`src/rtl/operand_stage_if.sv`:
```
// operand_stage_if: instruction-in, ALU-bundle-out and writeback bus of the
// operand stage.
// Handshake: a transfer happens on the rising edge where valid && ready. A
// producer holds valid and its payload stable until that edge. ready may
// depend combinationally on valid and on the payload.
interface operand_stage_if #(
  parameter int DATA_W = 32
);
  logic              in_valid;
  logic              in_ready;
  logic [31:0]       in_instr;
  logic              alu_valid;
  logic              alu_ready;
  logic [2:0]        alu_opcode;
  logic [DATA_W-1:0] alu_left;
  logic [DATA_W-1:0] alu_right;
  logic [4:0]        alu_rd;
  logic              wb_valid;
  logic [4:0]        wb_rd;
  logic [DATA_W-1:0] wb_data;
  logic              illegal;

  // Stage side.
  modport master (
    input  in_valid, in_instr, alu_ready, wb_valid, wb_rd, wb_data,
    output in_ready, alu_valid, alu_opcode, alu_left, alu_right, alu_rd, illegal
  );

  // Environment side: instruction source, ALU and writeback.
  modport slave (
    output in_valid, in_instr, alu_ready, wb_valid, wb_rd, wb_data,
    input  in_ready, alu_valid, alu_opcode, alu_left, alu_right, alu_rd, illegal
  );
endinterface

```
`src/rtl/operand_stage.sv`:
```
// operand_stage: RV32I decode and operand fetch for ADD/SUB/AND/ADDI/ANDI.
// The stage holds a 32x32 register file, a per-register pending scoreboard
// and a registered ALU bundle.
// Optional feature: define OPERAND_BYPASS_EN to forward same-cycle writeback
// data into the operands and to clear the matching hazard in that cycle.
module operand_stage #(
  parameter int DATA_W = 32
) (
  input  logic            clk,
  input  logic            rst_n,
  operand_stage_if.master bus
);

  localparam logic [2:0] ALU_OP_ADD = 3'd0;
  localparam logic [2:0] ALU_OP_SUB = 3'd1;
  localparam logic [2:0] ALU_OP_AND = 3'd2;

  localparam logic [6:0] OPC_R = 7'b0110011;
  localparam logic [6:0] OPC_I = 7'b0010011;

  logic [DATA_W-1:0] rf [32];
  logic [31:0]       pending;
  logic [31:0]       pending_nxt;

  logic              alu_valid_q;
  logic [2:0]        alu_opcode_q;
  logic [DATA_W-1:0] alu_left_q;
  logic [DATA_W-1:0] alu_right_q;
  logic [4:0]        alu_rd_q;
  logic              illegal_q;

  logic [6:0] opc;
  logic [4:0] rd, rs1, rs2;
  logic [2:0] f3;
  logic [6:0] f7;
  logic       is_r, is_i, legal;
  logic [2:0] dec_op;
  logic       pend_rs1, pend_rs2, pend_rd, hazard;
  logic       accept;
  logic [DATA_W-1:0] rs1_val, rs2_val, imm;

  assign opc = bus.in_instr[6:0];
  assign rd  = bus.in_instr[11:7];
  assign f3  = bus.in_instr[14:12];
  assign rs1 = bus.in_instr[19:15];
  assign rs2 = bus.in_instr[24:20];
  assign f7  = bus.in_instr[31:25];
  assign imm = {{(DATA_W-12){bus.in_instr[31]}}, bus.in_instr[31:20]};

  // Decode the supported encodings into an ALU opcode and a legality flag.
  always_comb begin
    is_r   = 1'b0;
    is_i   = 1'b0;
    dec_op = ALU_OP_ADD;
    if (opc == OPC_R) begin
      if (f3 == 3'b000 && f7 == 7'b0000000) begin
        is_r   = 1'b1;
        dec_op = ALU_OP_ADD;
      end else if (f3 == 3'b000 && f7 == 7'b0100000) begin
        is_r   = 1'b1;
        dec_op = ALU_OP_SUB;
      end else if (f3 == 3'b111 && f7 == 7'b0000000) begin
        is_r   = 1'b1;
        dec_op = ALU_OP_AND;
      end
    end else if (opc == OPC_I) begin
      if (f3 == 3'b000) begin
        is_i   = 1'b1;
        dec_op = ALU_OP_ADD;
      end else if (f3 == 3'b111) begin
        is_i   = 1'b1;
        dec_op = ALU_OP_AND;
      end
    end
    legal = is_r | is_i;
  end

  // Hazard check against the scoreboard; x0 is never pending, and illegal
  // words bypass the check entirely.
  always_comb begin
    pend_rs1 = pending[rs1];
    pend_rs2 = pending[rs2];
    pend_rd  = pending[rd];
`ifdef OPERAND_BYPASS_EN
    if (bus.wb_valid && bus.wb_rd == rs1) pend_rs1 = 1'b0;
    if (bus.wb_valid && bus.wb_rd == rs2) pend_rs2 = 1'b0;
    if (bus.wb_valid && bus.wb_rd == rd)  pend_rd  = 1'b0;
`endif
    hazard = bus.in_valid && legal && (pend_rs1 || (is_r && pend_rs2) || pend_rd);
  end

  assign bus.in_ready = (!alu_valid_q || bus.alu_ready) && !hazard;
  assign accept       = bus.in_valid && bus.in_ready;

  // Register file read, with optional same-cycle writeback forwarding.
  always_comb begin
    rs1_val = (rs1 == 5'd0) ? '0 : rf[rs1];
    rs2_val = (rs2 == 5'd0) ? '0 : rf[rs2];
`ifdef OPERAND_BYPASS_EN
    if (bus.wb_valid && bus.wb_rd == rs1 && rs1 != 5'd0) rs1_val = bus.wb_data;
    if (bus.wb_valid && bus.wb_rd == rs2 && rs2 != 5'd0) rs2_val = bus.wb_data;
`endif
  end

  // Scoreboard next state: writeback clears, a same-cycle issue to that rd wins.
  always_comb begin
    pending_nxt = pending;
    if (bus.wb_valid) pending_nxt[bus.wb_rd] = 1'b0;
    if (accept && legal && rd != 5'd0) pending_nxt[rd] = 1'b1;
    pending_nxt[0] = 1'b0;
  end

  // Scoreboard register.
  always_ff @(posedge clk or negedge rst_n) begin
    if (!rst_n) pending <= '0;
    else        pending <= pending_nxt;
  end

  // Register file: writes to x0 are dropped.
  always_ff @(posedge clk or negedge rst_n) begin
    if (!rst_n) begin
      for (int i = 0; i < 32; i++) rf[i] <= '0;
    end else if (bus.wb_valid && bus.wb_rd != 5'd0) begin
      rf[bus.wb_rd] <= bus.wb_data;
    end
  end

  // ALU bundle: load on legal accept, hold under backpressure, drop after handshake.
  always_ff @(posedge clk or negedge rst_n) begin
    if (!rst_n) begin
      alu_valid_q  <= 1'b0;
      alu_opcode_q <= 3'd0;
      alu_left_q   <= '0;
      alu_right_q  <= '0;
      alu_rd_q     <= 5'd0;
    end else if (accept && legal) begin
      alu_valid_q  <= 1'b1;
      alu_opcode_q <= dec_op;
      alu_left_q   <= rs1_val;
      alu_right_q  <= is_r ? rs2_val : imm;
      alu_rd_q     <= rd;
    end else if (bus.alu_ready) begin
      alu_valid_q  <= 1'b0;
    end
  end

  // One-cycle pulse for each consumed unsupported word.
  always_ff @(posedge clk or negedge rst_n) begin
    if (!rst_n) illegal_q <= 1'b0;
    else        illegal_q <= accept && !legal;
  end

  assign bus.alu_valid  = alu_valid_q;
  assign bus.alu_opcode = alu_opcode_q;
  assign bus.alu_left   = alu_left_q;
  assign bus.alu_right  = alu_right_q;
  assign bus.alu_rd     = alu_rd_q;
  assign bus.illegal    = illegal_q;

endmodule
```
`src/flat_wrapper.sv`:
```
// flat-port wrapper written by rule: the top's interface ports become plain ports
module operand_stage_flat 
#(
  parameter int DATA_W = 32
)
  (clk, rst_n, bus_in_valid, bus_in_instr, bus_alu_ready, bus_wb_valid, bus_wb_rd, bus_wb_data, bus_in_ready, bus_alu_valid, bus_alu_opcode, bus_alu_left, bus_alu_right, bus_alu_rd, bus_illegal);
  operand_stage_if #(.DATA_W(DATA_W)) bus_i ();
  input  logic clk;
  input  logic rst_n;
  input wire logic [$bits(bus_i.in_valid)-1:0] bus_in_valid;
  input wire logic [$bits(bus_i.in_instr)-1:0] bus_in_instr;
  input wire logic [$bits(bus_i.alu_ready)-1:0] bus_alu_ready;
  input wire logic [$bits(bus_i.wb_valid)-1:0] bus_wb_valid;
  input wire logic [$bits(bus_i.wb_rd)-1:0] bus_wb_rd;
  input wire logic [$bits(bus_i.wb_data)-1:0] bus_wb_data;
  output wire logic [$bits(bus_i.in_ready)-1:0] bus_in_ready;
  output wire logic [$bits(bus_i.alu_valid)-1:0] bus_alu_valid;
  output wire logic [$bits(bus_i.alu_opcode)-1:0] bus_alu_opcode;
  output wire logic [$bits(bus_i.alu_left)-1:0] bus_alu_left;
  output wire logic [$bits(bus_i.alu_right)-1:0] bus_alu_right;
  output wire logic [$bits(bus_i.alu_rd)-1:0] bus_alu_rd;
  output wire logic [$bits(bus_i.illegal)-1:0] bus_illegal;
  assign bus_i.in_valid = bus_in_valid;
  assign bus_i.in_instr = bus_in_instr;
  assign bus_i.alu_ready = bus_alu_ready;
  assign bus_i.wb_valid = bus_wb_valid;
  assign bus_i.wb_rd = bus_wb_rd;
  assign bus_i.wb_data = bus_wb_data;
  assign bus_in_ready = bus_i.in_ready;
  assign bus_alu_valid = bus_i.alu_valid;
  assign bus_alu_opcode = bus_i.alu_opcode;
  assign bus_alu_left = bus_i.alu_left;
  assign bus_alu_right = bus_i.alu_right;
  assign bus_alu_rd = bus_i.alu_rd;
  assign bus_illegal = bus_i.illegal;
  operand_stage #(.DATA_W(DATA_W)) u_core (.clk(clk), .rst_n(rst_n), .bus(bus_i));
endmodule
```
`config.mk`:
```
export PLATFORM = sky130hd
export DESIGN_NAME = operand_stage_flat
export DESIGN_NICKNAME = d
export VERILOG_FILES = /design/src/rtl/operand_stage_if.sv /design/src/rtl/operand_stage.sv /design/src/flat_wrapper.sv
export SDC_FILE = /design/constraint.sdc
export NUM_CORES = 2
export LEC_CHECK = 0
export CAP_MARGIN = 20
export CORE_ASPECT_RATIO = 1.75
export CORE_MARGIN = 4
export CORE_UTILIZATION = 58
export CTS_BUF_LIST = sky130_fd_sc_hd__clkbuf_8
export DETAILED_ROUTE_END_ITERATION = 10
export PLACE_DENSITY = 0.88
export SLEW_MARGIN = 10
export SYNTH_ARGS = -nofsm -noshare
export SYNTH_HDL_FRONTEND = slang
export SYNTH_SLANG_ARGS = --single-unit
```
`constraint.sdc`:
```
create_clock -name clk -period 2.4 [get_ports clk]
set_input_delay 0.48 -clock clk [delete_from_list [all_inputs] [get_ports clk]]
set_output_delay 0.48 -clock clk [all_outputs]
set_load 0.005 [all_outputs]
```
==> flow_summary.json <==
{
  "met1_length_um": 61700,
  "first_pass_iters": 6,
  "synth_cell_types": 55,
  "synth_fp_nets": 3992,
  "total_power_mw": 52.0,
  "synth_flop_cell": "dfrtp_1",
  "drive_above_1_share_pct": 54.3,
  "synthAdderAreaFrac_pct": 0,
  "clk_pin_slew_ns": 0.07,
  "ys_warn_count": 0,
  "synth_top_area_share_pct": 48.0,
  "reg2reg_from": "u_core.pending[8]",
  "port_buffers": 147,
  "first_global_vias": 44500,
  "critPathCaptureType": "output port",
  "dieArea_mm2": 0.107,
  "die_h_um": 429,
  "power.density_mw_per_mm2": 749,
  "whs_ns": 0.107,
  "tns_ns": -26.28,
  "critical_path.endpoint": "bus_in_ready",
  "grt_max_degree": 124,
  "cts_root_buf": "clkbuf_8",
  "synth_top_family_by_area": "multiplexers",
  "drt-initial-drc-count": 4923,
  "rows": 154,
  "stdcell_area_mm2": 0.0694,
  "cts.htree.levels": 4,
  "gp_congestion": 0.952,
  "reg2reg_to": "u_core.bus.alu_left[14]",
  "cts_sinks": 1128,
  "setup_viol": 104,
  "syn_inst": 3918,
  "min_period_over_period_pct": 143,
  "critPathArrivalTime_ns": 2.94,
  "cts_buffer_depth": 3,
  "route.detailed.drc": 0,
  "r2r_slack_ns": -0.33,
  "synth.avg_cell_area_um2": 15.0,
  "syn2layout_area_growth_pct": 17.9,
  "post-route-util_pct": 69.0,
  "netlist_area_mm2": 0.0588,
  "core_mm2": 0.101,
  "finalClockSkew_ns": 0.0333,
  "cp-start-kind": "flop",
  "slew_headroom_pct": 37.6,
  "dp_slack_ns": -1.06,
  "min-delay-path-class": "in -> async",
  "worstRegToRegCells": 11,
  "path_class": "reg -> out",
  "synth_mux_area_share_pct": 42.8,
  "status": "complete, but fails checks",
  "min_period_ns": 3.42,
  "ys_seq_area_share_pct": 48.0,
  "wl_um": 192000,
  "clk_latency_ns": 0.91,
  "grtUsageTotal_pct": 35.1,
  "die_w_um": 249,
  "synth_async_sr_flop_share_pct": 100,
  "layout.cells.non_filler": 5716,
  "placed_cell_area_mm2": 0.0651,
  "crit_fanout": 4,
  "fill_cells": 6081,
  "drtAntennaViolNets": 0,
  "power.leakage_nw": 30.7,
  "routedWlPerCell_um": 33.5,
  "wl_met3_um": 19400,
  "regArea_mm2": 0.0282,
  "dp_hpwl_um": 118000,
  "grt_pass1_wl_um": 281000,
  "synth-edff-count": 0,
  "yosys.area.top_type": "dfrtp_1",
  "startpoint": "u_core.pending[8]",
  "worst_pin_slew_ns": 0.934,
  "dp_cells": 5402,
  "fin_ws_ns": -1.02,
  "vias": 41600,
  "yosys-top-cells-area": "dfrtp_1 (48%), mux4_2 (20%), mux2_2 (20%)",
  "wl_met2_um": 91000,
  "ir_worst_vdd_v": 0.000513,
  "fmax_ghz": 0.292,
  "rsz0062_at_grt": "yes",
  "drv_slew": 0,
  "overflow": 0,
  "final_common_cell": "dfrtp_1",
  "cap_violations": 0,
  "highest_layer": "met4",
  "synth_compound_area_share_pct": 3.69,
  "cts_buffers": 158,
  "final_nets": 4335,
  "hold_viol_final": 0,
  "violations": "setup timing",
  "cts_tree": "built",
  "synth_xor_area_share_pct": 0,
  "grt_antenna_before_repair": 1,
  "yosys.area_share.simple_pct": 2.19,
  "viasPerCell": 7.28,
  "worstPathRequired_ns": 1.92,
  "multi_input_area_mm2": 0.0293,
  "final_cell_mix": "dfrtp_1 (1,122), mux2_2 (1,019), mux4_2 (521)",
  "start_util_pct": 58.5,
  "ys_seq_elements": 1128,
  "pin_count": 149
}
flip-flops by register name, indices dropped and copies added (netlist names):
register	cells
u_core.rf	1024
u_core.bus.alu_left	32
u_core.pending	31
u_core.bus.alu_valid	1
u_core.bus.alu_opcode	2
u_core.bus.illegal	1
u_core.bus.alu_right	32
u_core.bus.alu_rd	5
logic make-up after synthesis:
| logic type | Yosys count |
|---|---|
| muxes | 1736 |
| DFF | 1128 |
| buffers and inverters | 472 |
| AOI/OAI and AO/OA | 315 |
| and+or+nand+nor | 266 |
| other | 1 |
per-layer routing:
metal,vias up,GRT usage [%]
met3,1131,9.10
met5,-,0
li1,15800,-
met1,21400,40.6
met4,0,28.6
met2,3257,55.4
cells in the mapped netlist, types with 3 or more instances:
cell type	n
nor2_1	70
inv_1	40
buf_4	12
and3b_1	3
buf_2	87
or3b_2	4
mux2i_1	195
nand4_1	7
and3_1	4
nand2_1	84
nor3b_1	6
a31oi_1	8
o21ai_0	41
nand3b_1	7
dfrtp_1	1128
o31ai_1	29
o21bai_1	4
o2bb2ai_1	19
mux2_2	1020
nor4_1	4
nand2b_1	11
mux4_2	521
or2_2	3
buf_6	3
nor3_1	11
o221ai_1	3
clkbuf_1	271
nor2b_1	6
or3_1	3
buf_1	59
nand3_1	33
a21oi_1	26
a22oi_1	94
o22ai_1	73
o31ai_2	5
where the power goes:
group / total [mW] / internal [mW] / switching (mW)
sequential: 25.0 / 22.3 / 2.68
combinational: 11.0 / 6.56 / 4.44
clock: 16.0 / 8.02 / 7.96
total: 52.0 / 36.9 / 15.1
worst min path at each step:
stage / slack [ns] / cells past startpoint / end / start
after floorplan: 0.18 / 0 / u_core.bus.alu_left[0] / rst_n
final: 0.11 / 2 / u_core.rf[99] / rst_n
after CTS: 0.06 / 2 / u_core.rf[35] / rst_n
after detailed placement: 0.38 / 0 / u_core.rf[998] / u_core.rf[998]
after global routing: 0.11 / 2 / u_core.rf[99] / rst_n
after global placement: 0.38 / 0 / u_core.rf[1022] / u_core.rf[1022]
layout make-up:
| class | count | share of cell area, % |
|---|---|---|
| flip-flops and latches | 1128 | 40.7 |
| clock inverters | 82 | 0.761 |
| well taps | 1326 | 2.39 |
| inverters | 40 | 0.216 |
| clock buffers | 203 | 4.03 |
| multi-input cells | 2318 | 42.3 |
| repair buffers | 615 | 9.58 |
| diodes | 4 | 0.0144 |
critical path: stages (launching register included):
cell and delay, ns:
dfrtp_1 0.46, nor2b_1 0.17, a2111oi_0 0.45, or4b_1 0.20, nand4_1 0.14, nor4_4 0.20
nand2_2 0.11, a31oi_1 0.17, buf_2 0.14
timing repair:
item                                   4_1_cts  5_1_grt
hold buffers                                 1        0
pin swaps                                    4       14
endpoints found under the hold margin      291        0
buffers inserted                            12        8
resized for setup                           47       75
gates cloned                                 6        3
setup endpoints to repair                   71      104
Power figures use the tool's default switching activity.
